--- config.mk ---
export PLATFORM = sky130hd
export DESIGN_NAME = mac_pipe
export DESIGN_NICKNAME = d
export VERILOG_FILES = /design/src/rtl/mac_pkg.sv /design/src/rtl/mac_sat.sv /design/src/rtl/mac_pipe.sv
export SDC_FILE = /design/constraint.sdc
export NUM_CORES = 1
export LEC_CHECK = 0
export ABC_AREA = 1
export BUFFER_PORTS_ARGS = -buffer_cell sky130_fd_sc_hd__buf_2
export CORE_ASPECT_RATIO = 1.1
export CORE_MARGIN = 2
export CORE_UTILIZATION = 45
export DETAILED_ROUTE_END_ITERATION = 6
export PLACE_DENSITY = 0.68
export SYNTH_ARGS = -nofsm -noshare
export SYNTH_HDL_FRONTEND = slang
export SYNTH_SLANG_ARGS = --single-unit
--- constraint.sdc ---
create_clock -name clk -period 6.4 [get_ports clk]
set_input_delay 1.92 -clock clk [delete_from_list [all_inputs] [get_ports clk]]
set_output_delay 1.92 -clock clk [all_outputs]
set_load 0.01 [all_outputs]
--- src/rtl/mac_pkg.sv ---
// Shared constants and width helpers for the mac_pipe dot-product engine.
// Saturation behaviour is selected with the MAC_PIPE_SAT_EN macro.
package mac_pkg;

    localparam int IWIDTH_DEF = 8;
    localparam int GUARD_DEF  = 8;

    // Clip limits of the default Q1.15 result
    localparam logic [15:0] SAT_MAX_DEF = 16'h7FFF;
    localparam logic [15:0] SAT_MIN_DEF = 16'h8000;

    function automatic int owidth(input int iw);
        return 2 * iw;
    endfunction

    function automatic int accw(input int iw, input int guard);
        return 2 * iw + guard;
    endfunction

endpackage

--- src/rtl/mac_sat.sv ---
// Combinational Q2 -> Q1 narrowing of the accumulator sum to the result width.
// MAC_PIPE_SAT_EN defined: clip with flag; undefined: two's-complement wrap.
module mac_sat #(
    parameter int ACCW   = 24,
    parameter int OWIDTH = 16
) (
    input  logic signed [ACCW-1:0]   sum,
    output logic        [OWIDTH-1:0] data,
    output logic                     sat
);

    logic [ACCW:0] shifted_s;

    assign shifted_s = {sum, 1'b0};

`ifdef MAC_PIPE_SAT_EN
    logic [ACCW-OWIDTH+1:0] hi_s;

    assign hi_s = shifted_s[ACCW:OWIDTH-1];

    // Clip when the bits above the result sign are not a pure sign extension
    always_comb begin
        data = shifted_s[OWIDTH-1:0];
        sat  = 1'b0;
        if (!((&hi_s) || (~|hi_s))) begin
            sat  = 1'b1;
            data = shifted_s[ACCW] ? {1'b1, {(OWIDTH-1){1'b0}}}
                                   : {1'b0, {(OWIDTH-1){1'b1}}};
        end else begin
            sat  = 1'b0;
        end
    end
`else
    logic unused_hi_s;

    assign unused_hi_s = ^shifted_s[ACCW:OWIDTH];
    assign data        = shifted_s[OWIDTH-1:0];
    assign sat         = 1'b0;
`endif

endmodule

--- src/rtl/mac_pipe.sv ---
// Two-stage pipelined signed multiply-accumulate producing one dot product per in_last.
// MAC_PIPE_SAT_EN enables accumulator/result saturation and the out_sat flag.
module mac_pipe
    import mac_pkg::*;
#(
    parameter  int IWIDTH = IWIDTH_DEF,
    parameter  int GUARD  = GUARD_DEF,
    localparam int OWIDTH = owidth(IWIDTH),
    localparam int ACCW   = accw(IWIDTH, GUARD)
) (
    input  logic                     clk,
    input  logic                     rst_n,
    input  logic                     in_valid,
    output logic                     in_ready,
    input  logic signed [IWIDTH-1:0] a,
    input  logic signed [IWIDTH-1:0] b,
    input  logic                     in_last,
    output logic                     out_valid,
    input  logic                     out_ready,
    output logic        [OWIDTH-1:0] out_data,
    output logic                     out_sat
);

    logic                     adv_s;
    logic                     accept_s;
    logic signed [OWIDTH-1:0] s1_prod_r;
    logic                     s1_valid_r;
    logic                     s1_last_r;
    logic signed [ACCW-1:0]   acc_r;
    logic                     first_r;
    logic signed [ACCW-1:0]   base_s;
    logic signed [ACCW-1:0]   prod_ext_s;
    logic signed [ACCW-1:0]   sum_s;
    logic                     vec_ovf_s;
    logic        [OWIDTH-1:0] nar_data_s;
    logic                     nar_sat_s;
    logic                     out_valid_r;
    logic        [OWIDTH-1:0] out_data_r;
    logic                     out_sat_r;

    assign adv_s     = !(out_valid_r && !out_ready);
    assign accept_s  = in_valid && adv_s;
    assign in_ready  = adv_s;
    assign out_valid = out_valid_r;
    assign out_data  = out_data_r;
    assign out_sat   = out_sat_r;

    // Stage 1: capture the exact product of an accepted beat
    always_ff @(posedge clk or negedge rst_n) begin
        if (!rst_n) begin
            s1_prod_r  <= '0;
            s1_valid_r <= 1'b0;
            s1_last_r  <= 1'b0;
        end else if (adv_s) begin
            s1_valid_r <= accept_s;
            if (accept_s) begin
                s1_prod_r <= a * b;
                s1_last_r <= in_last;
            end
        end
    end

`ifdef MAC_PIPE_SAT_EN
    localparam int ACCW1 = ACCW + 1;
    localparam logic signed [ACCW-1:0] ACC_MAX = {1'b0, {(ACCW-1){1'b1}}};
    localparam logic signed [ACCW-1:0] ACC_MIN = {1'b1, {(ACCW-1){1'b0}}};

    logic signed [ACCW:0] wide_s;
    logic                 acc_ovf_s;
    logic                 ovf_r;

    // Accumulate with one extra bit so an ACCW overflow can be clipped and remembered
    always_comb begin
        base_s     = first_r ? '0 : acc_r;
        prod_ext_s = ACCW'(s1_prod_r);
        wide_s     = ACCW1'(base_s) + ACCW1'(prod_ext_s);
        if (wide_s[ACCW] != wide_s[ACCW-1]) begin
            acc_ovf_s = 1'b1;
            sum_s     = wide_s[ACCW] ? ACC_MIN : ACC_MAX;
        end else begin
            acc_ovf_s = 1'b0;
            sum_s     = wide_s[ACCW-1:0];
        end
        vec_ovf_s = acc_ovf_s || (ovf_r && !first_r);
    end

    // Sticky overflow flag for the vector in progress
    always_ff @(posedge clk or negedge rst_n) begin
        if (!rst_n) begin
            ovf_r <= 1'b0;
        end else if (adv_s && s1_valid_r) begin
            ovf_r <= s1_last_r ? 1'b0 : vec_ovf_s;
        end
    end
`else
    // Plain wrapping accumulation
    always_comb begin
        base_s     = first_r ? '0 : acc_r;
        prod_ext_s = ACCW'(s1_prod_r);
        sum_s      = base_s + prod_ext_s;
        vec_ovf_s  = 1'b0;
    end
`endif

    mac_sat #(
        .ACCW   (ACCW),
        .OWIDTH (OWIDTH)
    ) u_sat (
        .sum  (sum_s),
        .data (nar_data_s),
        .sat  (nar_sat_s)
    );

    // Stage 2: accumulate, or publish the narrowed result on the last beat
    always_ff @(posedge clk or negedge rst_n) begin
        if (!rst_n) begin
            acc_r       <= '0;
            first_r     <= 1'b1;
            out_valid_r <= 1'b0;
            out_data_r  <= '0;
            out_sat_r   <= 1'b0;
        end else if (adv_s) begin
            out_valid_r <= s1_valid_r && s1_last_r;
            if (s1_valid_r && s1_last_r) begin
                acc_r      <= '0;
                first_r    <= 1'b1;
                out_data_r <= nar_data_s;
                out_sat_r  <= nar_sat_s || vec_ovf_s;
            end else if (s1_valid_r) begin
                acc_r   <= sum_s;
                first_r <= 1'b0;
            end
        end
    end

endmodule

==> impl_metrics.ini, run 1 <==
[power]
vdd_drop_max_mv = 0.225
p_leak_uw = 0.00339
switching_share = 0.488
pwr-share-seq = 0.215
pwr-share-clk = 0.129
switchingPower_uw = 1170
p_comb_frac = 0.657
p_int_uw = 1230
power_density_nw_per_um2 = 413

[cts]
cts_buffers = 5
cts-root-buf = clkbuf_16
clk_pin_slew_ns = 0.06
cts_sinks = 49
cts_tree = done
postCtsSetupRepairBufs = 0
ctsHtreeMaxLevel = 2
clock_latency_ns = 0.30
clockBufferDepth = 2
cts_hold_buf = 0
ctsResizeCount = 0

[synthesis]
syn_inst = 719
synth_top_cell_by_area = dfrtp_1
yosysMostFrequentCell = nand2_1
synth_fa_ha_area_frac = 0.293
synth_xor_area_frac = 0.0131
synth_edf_count = 0
synth_top_family_by_area = adder cells
async_reset_ff_frac = 1.00
synth_top_area_share = 0.224
synth.area.top_cells = dfrtp_1 22%, fa_1 20%, nand2_1 12%
synth_area_per_cell_sq_um = 7.47
ys_seq_elements = 49
yosysSeqAreaShare = 0.229
ys_types = 38
synth_area_sq_um = 5370
ys_warn_count = 0
synthTopCellsByCount = 178 x nand2_1, 173 x inv_1, 53 x fa_1
synth.area.mux_share = 0
ys.flop_type = dfrtp_1
synth-compound-area-share = 0.0757
synth-simple-area-share = 0.243

[sta]
max_slew.worst_pin.slew_ns = 1.05
final_hold_viol_count = 0
max_freq_mhz = 178
clock_skew_ns = 0.00430
drv_slew = 0
timing.setup.tns_ns = 0
setup_viol = 0
period_minus_slack_ns = 5.61
rsz0062_at_grt = no
slew_headroom = 0.297
fin_crit_sh = 0.877

[worst_setup_path]
end_kind = register
cp-startpoint = b[2]
crit_arrival_ns = 5.80
cp_max_fo = 8
crit_path_start_kind = input port
crit_type = in -> reg
worst_ep_required_time_ns = 6.59
reg2reg_from = first_r

[floorplanning]
coreArea_sq_um = 11500
die_width_um = 108
ios = 40
die-area_sq_um = 12800
placementRows = 41
die_h_um = 119
initial_core_util = 0.465

[flow_run]
maxCapViolations = 0

[cells_and_area]
regArea_sq_um = 1230
synthToLayoutAreaGrowth_pct = 8.32
layout.nets = 856
fill_cells = 1123
finalNonFillerCells = 892
n_antenna_cell = 0
drive_above_1_share = 0.115
multiInputGateArea_sq_um = 3360

[routing]
ant_nets = 0
wl_per_cell_um = 12.9
via_per_inst = 4.92
drtIter0Drc = 149
routed_wl_mm = 11.5
route.detailed.drc = 0
dr.pass1.iters = 4
vias = 4392

[global_routing]
grt_pass1_vias = 4585
gr-total-overflow = 0
gr-usage-all-layers = 0.198
grt_pass1_wl_mm = 20.4
grt_start_max_net_pins = 50
antenna_found_initial = 0

[place]
placed_cells = 884
dpl.hpwl_mm = 9.62
gp_congestion = 0.937
portBuffers = 37

[hold_path]
min_from = out_data[10]
hold_path.class = reg -> reg

[status]
status = finished, final reports clean
logic make-up after synthesis:
kind of cell | count (synthesis)
fa+ha+maj | 94
compound gates | 69
flops | 49
buf+inv | 202
simple gates | 296
other cells | 1
xor+xnor | 8
final timing paths:
path | endpoint | slack, ns | depth (start not counted)
min in group asynchronous | out_data[2] | 1.81 | 1
max reg2reg | acc_r[8] | 4.17 | 12
max in group asynchronous | s1_prod_r[5] | 3.93 | 1
min | out_data[10] | 0.47 | 2
min reg2reg | out_data[10] | 0.47 | 2
max | s1_prod_r[14] | 0.79 | 19
worst max-delay path, stage by stage:
cell and delay (ns):
buf_2 0.15, nand2_1 0.13, inv_1 0.10, fa_1 0.54
inv_1 0.13, fa_1 0.55, inv_1 0.06, fa_1 0.53
inv_1 0.05, fa_1 0.52, inv_1 0.04, ha_1 0.32
inv_1 0.08, o21ai_0 0.23, a21oi_1 0.12, nand3_1 0.12
nand3_1 0.08, nand3_1 0.08, nand2_1 0.05
stage by stage:
stage               utilization  setup slack [ns]  total power, uW  area, sq um  hold slack [ns]
floorplan                     -             0.758             1740         5370            0.449
global placement          0.489             0.550             2060         5640            0.458
detailed placement        0.489             0.479             2100         5640            0.465
CTS                       0.504             0.776             2420         5820            0.482
global route              0.504             0.555             2690         5820            0.493
finish                    0.504             0.788             2400         5820            0.475
layer usage:
layer	global-route usage	share of wire
met5	0	0
met4	0.0625	0.021
met3	0.0226	0.025
met2	0.378	0.54
met1	0.225	0.41
layout make-up:
| class | instances | share of cell area |
|---|---|---|
| clock buffer | 6 | 0.0239 |
| clock inverter | 2 | 0.00645 |
| inverter | 178 | 0.115 |
| multi-input combinational | 469 | 0.578 |
| sequential | 49 | 0.211 |
| tap | 150 | 0.0323 |
| timing repair buffer | 38 | 0.0331 |
sequential cells by signal (all words and copies together) (netlist names):
| name | flops |
|---|---|
| first_r | 1 |
| out_valid | 1 |
| s1_prod_r | 15 |
| out_data | 15 |
| s1_last_r | 1 |
| acc_r | 15 |
| s1_valid_r | 1 |
power by group through the flow:
stage	logic, uW	registers, uW	clock network [uW]
final	1580	516	309
after floorplan	1220	519	0
after global placement	1540	516	0
after global routing	1830	532	330
after detailed placement	1580	522	0
after CTS	1590	517	316
cell usage in the layout (no fill, tap or decap), types with 3 or more instances in the layout:
cell	count
or2_1	4
o21ai_1	18
nand3_1	35
xnor2_1	4
xor2_1	4
nand4_1	5
nand3_2	7
a21oi_2	4
inv_1	173
nor2_1	44
dfrtp_1	48
nand2_1	178
clkbuf_16	5
buf_2	37
nand2_2	8
a31oi_1	5
ha_1	41
o21ai_2	3
o21ai_0	12
inv_2	5
fa_1	53
nor2_2	3
a21oi_1	17
o22ai_1	5
nand3b_1	5
Note: power is estimated with default switching activity, not from simulation.
==> run 2: changes to the inputs <==
CTS_BUF_LIST = sky130_fd_sc_hd__clkbuf_8   (was not set)
==> run 2 against run 1 <==
Against the previous run:
- clock skew decreased by 0.00068 ns
- critical path depth unchanged
- hold slack improved by 0.0058 ns
- utilization decreased by 0.49 points
- total power decreased by 3.3%
- sequential share of layout area increased by 0.21 points
- non-clock buffer count unchanged
- sequential cell count unchanged
- critical endpoint unchanged
==> impl_metrics.ini, run 2 (synthesis gave the netlist of run 1 again) <==
[status]
status = finished, final reports clean

[sta]
whs_ns = 0.481
period_minus_slack_ns = 5.58
clock_skew_ns = 0.00363
fin_crit_sh = 0.872
setup_ws_ns = 0.821
max_slew.worst_pin.slew_ns = 1.06
drv_slew = 0
rsz0062_at_grt = no
timing.setup.tns_ns = 0
max_freq_mhz = 179
slew_headroom = 0.296
final_hold_viol_count = 0
setup_viol = 0

[cells_and_area]
layout.nets = 856
fill_cells = 1132
final_cell_mix = 178 x nand2_1, 173 x inv_1, 53 x fa_1
layout_commonest_cell = nand2_1
stdcell_area_sq_um = 5760
n_antenna_cell = 0
drive_above_1_share = 0.115
final_core_util = 0.499
synthToLayoutAreaGrowth_pct = 7.27

[cts]
clockBufferDepth = 2
cts_hold_buf = 0
postCtsSetupRepairBufs = 0
ctsHtreeMaxLevel = 2
cts_tree = done
cts-root-buf = clkbuf_8
ctsResizeCount = 0
clock_latency_ns = 0.31
cts_sinks = 49
cts_buffers = 5
clk_pin_slew_ns = 0.09

[worst_setup_path]
worst_ep_required_time_ns = 6.61
cp_max_fo = 8
crit_type = in -> reg
crit_path_start_kind = input port
crit_arrival_ns = 5.79
end_kind = register

[routing]
route.detailed.drc = 0
via_per_inst = 4.89
vias = 4358
dr.pass1.iters = 6
drtIter0Drc = 162
wl_per_cell_um = 12.8
routed_wl_mm = 11.4
ant_nets = 0

[floorplanning]
placementRows = 41
coreArea_sq_um = 11500
initial_core_util = 0.465
die_h_um = 119
ios = 40
die_width_um = 108
die-area_sq_um = 12800

[global_routing]
antenna_found_initial = 0
gr-total-overflow = 0
grt_pass1_vias = 4577
grt_pass1_wl_mm = 20.3
gr-usage-all-layers = 0.196
grt_start_max_net_pins = 50

[place]
place_area_sq_um = 5640
dpl.hpwl_mm = 9.62
gp_congestion = 0.937
portBuffers = 37
pre_cts_ws_ns = 0.479

[power]
vdd_drop_max_mv = 0.218
p_leak_uw = 0.00337
power_density_nw_per_um2 = 403

[hold_path]
hold_path.class = reg -> reg

[flow_run]
maxCapViolations = 0
run 2: power by group:
part	internal, uW	switching (uW)	leakage, uW
clock	127	104	0.0000574
combinational	593	983	0.00270
sequential	441	74.3	0.000610
total	1160	1160	0.00337
run 2: path summary, 6_finish.rpt:
kind,from,to,slack [ns],depth (start not counted)
setup reg to reg,first_r,acc_r[8],4.17,12
min in group asynchronous,rst_n,out_data[2],1.79,1
hold / removal,out_data[10],out_data[10],0.48,2
setup / recovery,b[2],s1_prod_r[14],0.82,19
hold reg to reg,out_data[10],out_data[10],0.48,2
max in group asynchronous,rst_n,s1_prod_r[7],3.95,1
run 2: metrics by stage:
step	cells	power, uW
global placement	884	2060
detailed placement	884	2100
global route	892	2610
floorplan	720	1740
finish	892	2320
CTS	892	2340
run 2: metal layers:
layer  GRT usage  share of wire  vias up
met2       0.375           0.54       66
met5           0              0        -
li1            -              -     2191
met4      0.0641          0.023        0
met3      0.0193          0.024       18
met1       0.223           0.42     2083
run 2: worst max-delay path, cell delays in order:
cell and delay, ns:
buf_2 0.15, nand2_1 0.13, inv_1 0.09, fa_1 0.54, inv_1 0.13, fa_1 0.55
inv_1 0.06, fa_1 0.53, inv_1 0.05, fa_1 0.52, inv_1 0.04, ha_1 0.32
inv_1 0.08, o21ai_0 0.23, a21oi_1 0.12, nand3_1 0.12, nand3_1 0.08, nand3_1 0.08
nand2_1 0.05
run 2: area by class of cell:
class | count | area (sq um) | share of cell area
multi-input cells | 469 | 3360 | 0.584
repair buffers | 38 | 193 | 0.0335
well taps | 150 | 188 | 0.0326
clock buffers | 6 | 82.6 | 0.0143
inverters | 178 | 668 | 0.116
flip-flops and latches | 49 | 1230 | 0.213
clock inverters | 2 | 37.5 | 0.00652
==> run 3: changes to the inputs <==
CORE_UTILIZATION = 55   (was 45)
PLACE_DENSITY = 0.78   (was 0.68)
SYNTH_HIERARCHICAL = 1   (was not set)
clock period = 5.4 ns   (was 6.4 ns; I/O delays follow)
==> run 3 against run 2 <==
Against the previous run:
- clock-buffer cell count stayed put
- sequential share of layout area is 0.21 points higher
- utilization up 10 points
- via count is 2.3% lower
- non-clock buffer count grew 14
- cell count fell by 1.9%
- synthesized area grew 4.1%
- setup slack worse by 0.52 ns
- global-route usage up 2.1 points
- critical path type unchanged
- critical endpoint is now s1_prod_r[13]
==> impl_metrics.ini, run 3 <==
[status]
status = finished, final reports clean

[routing]
route.detailed.drc = 0
routed_wl_mm = 10.5
dr.pass1.iters = 5
drtIter0Drc = 180
vias = 4256
via_per_inst = 4.86
ant_nets = 0
wl_per_cell_um = 12.0

[global_routing]
grt_pass1_vias = 4477
top_usage_layer = met2
antenna_found_initial = 0
gr-usage-all-layers = 0.217
grt_start_max_net_pins = 52
gr-total-overflow = 0
use_met1 = 0.242
use_met3 = 0.0235
met2_usage = 0.424
grt_pass1_wl_mm = 19.1

[synthesis]
ys_warn_count = 6
syn_inst = 735
synth_area_per_cell_sq_um = 7.60
synth_area_sq_um = 5590

[cells_and_area]
layout_commonest_cell = nand2_1
final_cell_mix = 199 x nand2_1, 195 x inv_1, 56 x fa_1
drive_above_1_share = 0.126
finalNonFillerCells = 875
n_antenna_cell = 0
layout.nets = 875
largest_register_ff_count = 16
synthToLayoutAreaGrowth_pct = 6.25
fill_cells = 923

[power]
pwr-share-seq = 0.216
p_leak_uw = 0.00357
vdd_drop_max_mv = 0.172
switching_share = 0.469
finalPower_uw = 2980
p_comb_frac = 0.691
power_density_nw_per_um2 = 501
pwr-share-clk = 0.093
p_int_uw = 1580
switchingPower_uw = 1400

[floorplanning]
ios = 40
initial_core_util = 0.565
coreArea_sq_um = 9890
die_h_um = 110
placementRows = 38
die-area_sq_um = 11000
die_width_um = 100

[cts]
clockBufferDepth = 2
cts_hold_buf = 0
cts_tree = done
clk_pin_slew_ns = 0.08
clock_latency_ns = 0.32
ctsHtreeMaxLevel = 2
cts-root-buf = clkbuf_8
cts_buffers = 5
cts_sinks = 51

[worst_setup_path]
crit_path_start_kind = input port
cp_max_fo = 4
crit_arrival_ns = 5.30
end_kind = register
worst_ep_required_time_ns = 5.60
crit_type = in -> reg

[sta]
max_slew.worst_pin.slew_ns = 1.08
period_minus_slack_ns = 5.10
fin_crit_sh = 0.945
setup_ws_ns = 0.298
whs_ns = 0.498
setup_viol = 0
rsz0062_at_grt = no
drv_slew = 0
final_hold_viol_count = 0
max_freq_mhz = 196
timing.setup.tns_ns = 0
slew_headroom = 0.281
clock_skew_ns = 0.0126

[place]
dpl.hpwl_mm = 8.84
gp_congestion = 0.927
placed_cells = 867
pre_cts_ws_ns = -0.0581
portBuffers = 39

[flow_run]
maxCapViolations = 0

[hold_path]
hold_path.class = reg -> reg
==> run 3: power by group through the flow <==
stage / clock (uW) / sequential (uW) / combinational [uW]
finish: 276 / 644 / 2060
floorplan: 0 / 661 / 1700
global placement: 0 / 647 / 1960
CTS: 282 / 647 / 2040
detailed placement: 0 / 654 / 2030
global route: 294 / 667 / 2390
==> run 3: worst max-delay path, cell delays in order <==
cell and delay [ns]:
buf_2 0.09, inv_1 0.06, or2_2 0.29, fa_1 0.51
fa_1 0.51, fa_1 0.51, fa_1 0.54, inv_1 0.04
ha_1 0.35, nand2_1 0.08, nand2_1 0.11, nand3_1 0.09
nand2_1 0.06, inv_1 0.04, nand2_2 0.07, nand2_1 0.08
nand2_1 0.06, nand2_1 0.05, nand3_1 0.06, nand2_1 0.05
==> run 3: layout make-up <==
| type | count | area [sq um] | share of cell area |
|---|---|---|---|
| Inverter | 197 | 739 | 0.125 |
| Sequential cell | 51 | 1280 | 0.215 |
| Clock buffer | 6 | 82.6 | 0.0139 |
| Clock inverter | 2 | 35.0 | 0.00590 |
| Multi-Input combinational cell | 447 | 3360 | 0.566 |
| Tap cell | 120 | 150 | 0.0253 |
| Timing Repair Buffer | 52 | 293 | 0.0493 |
==> run 3: final timing paths <==
kind	start	end	slack, ns	cells after the start
worst min register to register	acc_r[14]	acc_r[14]	0.50	2
min in group asynchronous	rst_n	out_sat	1.50	1
worst min-delay path	acc_r[14]	acc_r[14]	0.50	2
worst max register to register	first_r	out_data[11]	2.87	12
max in group asynchronous	rst_n	acc_r[13]	3.23	1
worst max-delay path	b[7]	s1_prod_r[13]	0.30	20
==> run 3: per-stage QoR <==
stage	cell area (sq um)	util
after floorplan	5590	-
after global placement	5800	0.587
after detailed placement	5800	0.587
after CTS	5920	0.599
after global routing	5940	0.600
final	5940	0.600
==> run 3: routing by layer <==
metal	up-vias	part of all wire	wire [um]
li1	2139	-	-
met1	2013	0.42	4380
met2	82	0.53	5560
met3	22	0.028	291
met4	0	0.026	274
met5	-	0	0
==> run 3: what timing repair did <==
item,in CTS,in global routing
resized for setup,0,2
setup endpoints to repair,0,1
buffers inserted,0,0
